==> src/rtl/prog_counter_nb.sv <==
// Programmable up/down counter with a runtime ceiling clipped to LIMIT.
// Supports stop-at-terminal or wrap mode, synchronous load, and a start/stop run FSM.
module prog_counter_nb #(
    parameter int WIDTH = 7,
    parameter int LIMIT = 99
) (
    input  logic             clk,
    input  logic             reset,
    input  logic             start,
    input  logic             stop,
    input  logic             up_down,
    input  logic             wrap_en,
    input  logic             load,
    input  logic [WIDTH-1:0] load_value,
    input  logic [WIDTH-1:0] max_count,
    output logic [WIDTH-1:0] count_out,
    output logic             running,
    output logic             done,
    output logic             wrap_pulse,
    output logic             at_terminal
);

    if (LIMIT > (2 ** WIDTH) - 1) begin : g_bad_limit
        $error("prog_counter_nb: LIMIT does not fit in WIDTH bits");
    end

    localparam logic [WIDTH-1:0] LIMIT_W = WIDTH'(LIMIT);
    localparam logic [WIDTH-1:0] ZERO_W  = {WIDTH{1'b0}};
    localparam logic [WIDTH-1:0] ONE_W   = {{(WIDTH-1){1'b0}}, 1'b1};

    typedef enum logic [1:0] {
        ST_IDLE = 2'd0,
        ST_RUN  = 2'd1,
        ST_DONE = 2'd2
    } state_t;

    state_t           state_r;
    state_t           state_nxt_s;
    logic [WIDTH-1:0] count_r;
    logic [WIDTH-1:0] count_nxt_s;
    logic             wrap_nxt_s;
    logic [WIDTH-1:0] ceil_s;
    logic [WIDTH-1:0] term_s;
    logic [WIDTH-1:0] load_clip_s;
    logic             at_term_s;

    assign ceil_s      = (max_count > LIMIT_W) ? LIMIT_W : max_count;
    assign term_s      = up_down ? ceil_s : ZERO_W;
    assign load_clip_s = (load_value > ceil_s) ? ceil_s : load_value;
    assign at_term_s   = (count_r == term_s);
    assign at_terminal = at_term_s;
    assign count_out   = count_r;

    // Next-state and next-count: load beats clamp beats step; stop beats start.
    always_comb begin
        state_nxt_s = state_r;
        count_nxt_s = count_r;
        wrap_nxt_s  = 1'b0;

        case (state_r)
            ST_IDLE: begin
                if (start && !stop) begin
                    state_nxt_s = ST_RUN;
                end else begin
                    state_nxt_s = ST_IDLE;
                end
            end
            ST_RUN: begin
                if (stop) begin
                    state_nxt_s = ST_IDLE;
                end else begin
                    state_nxt_s = ST_RUN;
                end
            end
            ST_DONE: begin
                if (start && !stop) begin
                    state_nxt_s = ST_RUN;
                end else begin
                    state_nxt_s = ST_DONE;
                end
            end
            default: begin
                state_nxt_s = ST_IDLE;
            end
        endcase

        if (load) begin
            count_nxt_s = load_clip_s;
            if (state_r == ST_DONE) begin
                state_nxt_s = ST_IDLE;
            end else begin
                state_nxt_s = state_nxt_s;
            end
        end else if (count_r > ceil_s) begin
            count_nxt_s = ceil_s;
        end else if ((state_r == ST_RUN) && !stop) begin
            // count_r <= ceil_s here, so +1 cannot pass ceil or overflow
            if (at_term_s) begin
                if (wrap_en) begin
                    count_nxt_s = up_down ? ZERO_W : ceil_s;
                    wrap_nxt_s  = 1'b1;
                end else begin
                    state_nxt_s = ST_DONE;
                end
            end else begin
                count_nxt_s = up_down ? (count_r + ONE_W) : (count_r - ONE_W);
            end
        end else begin
            count_nxt_s = count_r;
        end
    end

    // State, count and status outputs all register together.
    always_ff @(posedge clk or negedge reset) begin
        if (!reset) begin
            state_r    <= ST_IDLE;
            count_r    <= ZERO_W;
            running    <= 1'b0;
            done       <= 1'b0;
            wrap_pulse <= 1'b0;
        end else begin
            state_r    <= state_nxt_s;
            count_r    <= count_nxt_s;
            running    <= (state_nxt_s == ST_RUN);
            done       <= (state_nxt_s == ST_DONE);
            wrap_pulse <= wrap_nxt_s;
        end
    end

endmodule

==> config.mk <==
export PLATFORM = sky130hd
export DESIGN_NAME = prog_counter_nb
export DESIGN_NICKNAME = d
export VERILOG_FILES = /design/src/rtl/prog_counter_nb.sv
export SDC_FILE = /design/constraint.sdc
export NUM_CORES = 1
export LEC_CHECK = 0
export BUFFER_PORTS_ARGS = -buffer_cell sky130_fd_sc_hd__buf_2
export CAP_MARGIN = 20
export CORE_MARGIN = 2
export CORE_UTILIZATION = 29
export CTS_BUF_LIST = sky130_fd_sc_hd__clkbuf_16
export DETAILED_ROUTE_END_ITERATION = 16
export PLACE_DENSITY = 0.49
export SLEW_MARGIN = 10
export SYNTH_ARGS = -nofsm -noshare
export SYNTH_HDL_FRONTEND = slang
export SYNTH_SLANG_ARGS = --single-unit
export TNS_END_PERCENT = 5
==> constraint.sdc <==
create_clock -name clk -period 2.7 [get_ports clk]
set_input_delay 0.54 -clock clk [delete_from_list [all_inputs] [get_ports clk]]
set_output_delay 0.54 -clock clk [all_outputs]
set_load 0.02 [all_outputs]
==> impl_results.md <==
* Startpoint types: input pin
* Diode count at 0
* Share of cells above drive strength 1 at 38.4%
* Synth Register Bits at 12
* Initial core utilization at 30.4%
* Worst Skew at 0.00855 ns
* Class of the worst hold path: in2async
* Reg-to-Reg Start: count_out[5]
* Area contributors post-synth: dfrtp_1, ha_1, inv_1, buf_6, xnor2_1
* Outcome: complete, no violations
* CP Class: in2out
* Crit end category: output pin
* Number of synthesized flops with an enable pin at 0
* Pwr dens at 835 mW/mm²
* Nets at 292
* Wirelength per Cell at 16.1 µm
* CTS H-tree depth at 1
* Port Buf Inserts at 31
* Ys Warns at 0
* Fraction of registers with async set or reset after synthesis at 100%
* First-pass iteration count of the detailed router at 4
* Area growth syn-to-layout at 33.6%
* CP Max Fanout at 5
* Vias in the first global route at 1,642
* Max_cap viols at 0
* GRT Max-Usage Layer: met2
* Synth cell types at 64
* Synth top area share at 17.7%
* Die height at 80.5 µm
* Global-route met3 utilization at 1.12%
* # fillers at 568
* Mapped cell area at 0.00170 mm²
* Final Max Tran Viols at 0
* Die area at 0.00648 mm²
* Syn Area/Cell at 8.93 µm²
* Final Cell Area at 0.00227 mm²
* Req. time, crit path at 2.16 ns
* Worst hold margin at 0.177 ns
* Peak supply drop at 0.480 mV
* Worst-skew pair later-pin latency at 0.24 ns
* ANT nets after route at 0
* Final setup TNS at 0 ns
* Gate count of the mapped netlist at 190
* Initial antenna violation count at 0
* Fmax at 385 MHz
* Clock Pin Slew Worst Setup and Hold Paths at 0.05 ns
* Multi-input gate area at 0.00133 mm²
* Post-CTS setup buffer count at 0
* Final period utilization at 96.1%
* CP arrival at 2.06 ns
* Io pins at 32
* Total track usage at 17.0%
* DPL Wire Length at 4280 µm
* Sequential-to-total area share from yosys stat at 17.7%
* Cell area after placement at 0.00217 mm²
* Largest net degree at the start of global routing at 16
* CTS Hold Bufs at 0
* Top_reg_cell synth: dfrtp_1
* Final setup violation count at 0
* Detailed Route WL at 5180 µm
* Iter 0 DRT Violations at 79
* Clock Sink Count at 12
* Routed vias/inst at 5.35
* Final Hold Fails at 0
* Reg2reg path depth at 7
* Post-synth top area cell: dfrtp_1
* Root buf cell: clkbuf_16
* Global route overflow at 0
* CTS Buf Count at 3
* Met1 GRT Util at 25.2%
* Syn Nets at 231
* Max Buffers Root-to-Sink at 2
* Register Area at 300 µm²
* Max-slew headroom at 71.8%
* Measured slew at the worst slew-check pin at 0.423 ns
* TritonCTS clock tree: done
* FF-to-FF End: state_r[1]
* Worst R2R Setup Slack at 0.37 ns
* Core area at 0.00557 mm²
* Row cnt at 27
* DRC at 0
* Vias at 1,724
* Routability Congestion at 0.834
* Final min period at 2.60 ns
* Global-route wire length before repair at 8400 µm
* Leak at 1.05 nW
* RSZ-0062 raised after global routing: yes
* Met2 Usage GRT at 26.8%
* Die Width at 80.5 µm
[worst max-delay path by stage]
stage,from,endpoint,slack (ns),depth (start not counted)
5_1_grt,max_count[3],at_terminal,-0.0005,9
4_1_cts,max_count[3],state_r[0],0.04,10
6_report,max_count[3],at_terminal,0.10,9
3_3_place_gp,max_count[3],state_r[0],-0.20,10
3_5_place_dp,max_count[2],state_r[1],-0.20,10
2_1_floorplan,max_count[6],count_out[5],-0.009,9
[logic make-up (layout without fill, tap and decap cells)]
logic type	count (synthesis)	count (layout)	share of synthesized area [%]
AOI/OAI and AO/OA	62	62	31.2
buffers and inverters	25	85	7.82
muxes	8	8	5.16
and+or+nand+nor	55	55	18.8
DFF	12	12	17.7
adders and majority gates	20	20	15.2
xor gates and xnor gates	8	8	4.13
[critical path, cell delays in order]
cell and delay [ns]:
buf_2 0.11, buf_4 0.14, o311ai_2 0.32, buf_4 0.17, o211ai_2 0.11, a211oi_4 0.28, nand3_4 0.15, inv_1 0.08
buf_2 0.16
[through the flow]
stage	setup WS (ns)	cells	utilization, %	total power [mW]
2_1_floorplan	-0.00855	190	-	1.20
3_5_place_dp	-0.200	318	38.9	1.61
3_3_place_gp	-0.195	318	38.9	1.61
4_1_cts	0.0359	322	40.4	1.89
6_report	0.104	322	40.7	1.89
5_1_grt	-0.000471	322	40.7	2.05
[final cells by class]
| type | instances | share of cell area (%) |
|---|---|---|
| tap | 72 | 3.97 |
| multi-input combinational | 153 | 58.7 |
| timing repair buffer | 64 | 17.8 |
| clock buffer | 3 | 3.31 |
| sequential | 12 | 13.2 |
| clock inverter | 1 | 0.166 |
| inverter | 17 | 2.81 |
[per-layer routing]
| metal | part of all wire [%] | vias to the layer above |
|---|---|---|
| met5 | 0 | - |
| met4 | 1.2 | 0 |
| met3 | 4.1 | 8 |
| met2 | 45 | 53 |
| met1 | 50 | 814 |
| li1 | - | 849 |
[synth_stat cells (3+ instances only)]
cell type and count:
nor2_1 9, a31oi_1 3, ha_1 19, o32ai_1 3
inv_1 17, nand3b_1 4, dfrtp_1 12, o21ai_0 6
mux2_2 3, nand2_1 13, o21bai_1 3, a21oi_1 9
nand3_1 7, nor3_1 4, mux2i_1 4, a21o_1 3
buf_6 5, nor2b_1 3, xnor2_1 6, a41oi_1 4
[cells in the final DEF, fill, tap and decap left out, types with 4 or more instances in the layout]
cell type	n
a21oi_1	9
a41oi_1	4
buf_2	31
buf_4	33
dfrtp_1	12
ha_1	18
inv_1	17
mux2i_1	4
nand2_1	11
nand3_1	7
nand3b_1	4
nor2_1	8
nor3_1	4
o21ai_0	6
xnor2_1	6
[flip-flops by register name, indices dropped and copies added, names as in the netlist]
register    cells
state_r         2
done            1
count_out       7
running         1
wrap_pulse      1
[where the power goes]
group          internal, mW  switching [mW]
logic                 0.592           0.681
registers             0.238           0.107
clock network         0.195          0.0794
total                  1.02           0.868
[timing repair]
action / 4_1_cts / 5_1_grt
resized for setup: 0 / 3
setup endpoints to repair: 0 / 7
endpoints found under the hold margin: 0 / 0
No activity file was read; power rests on OpenSTA's default activity.
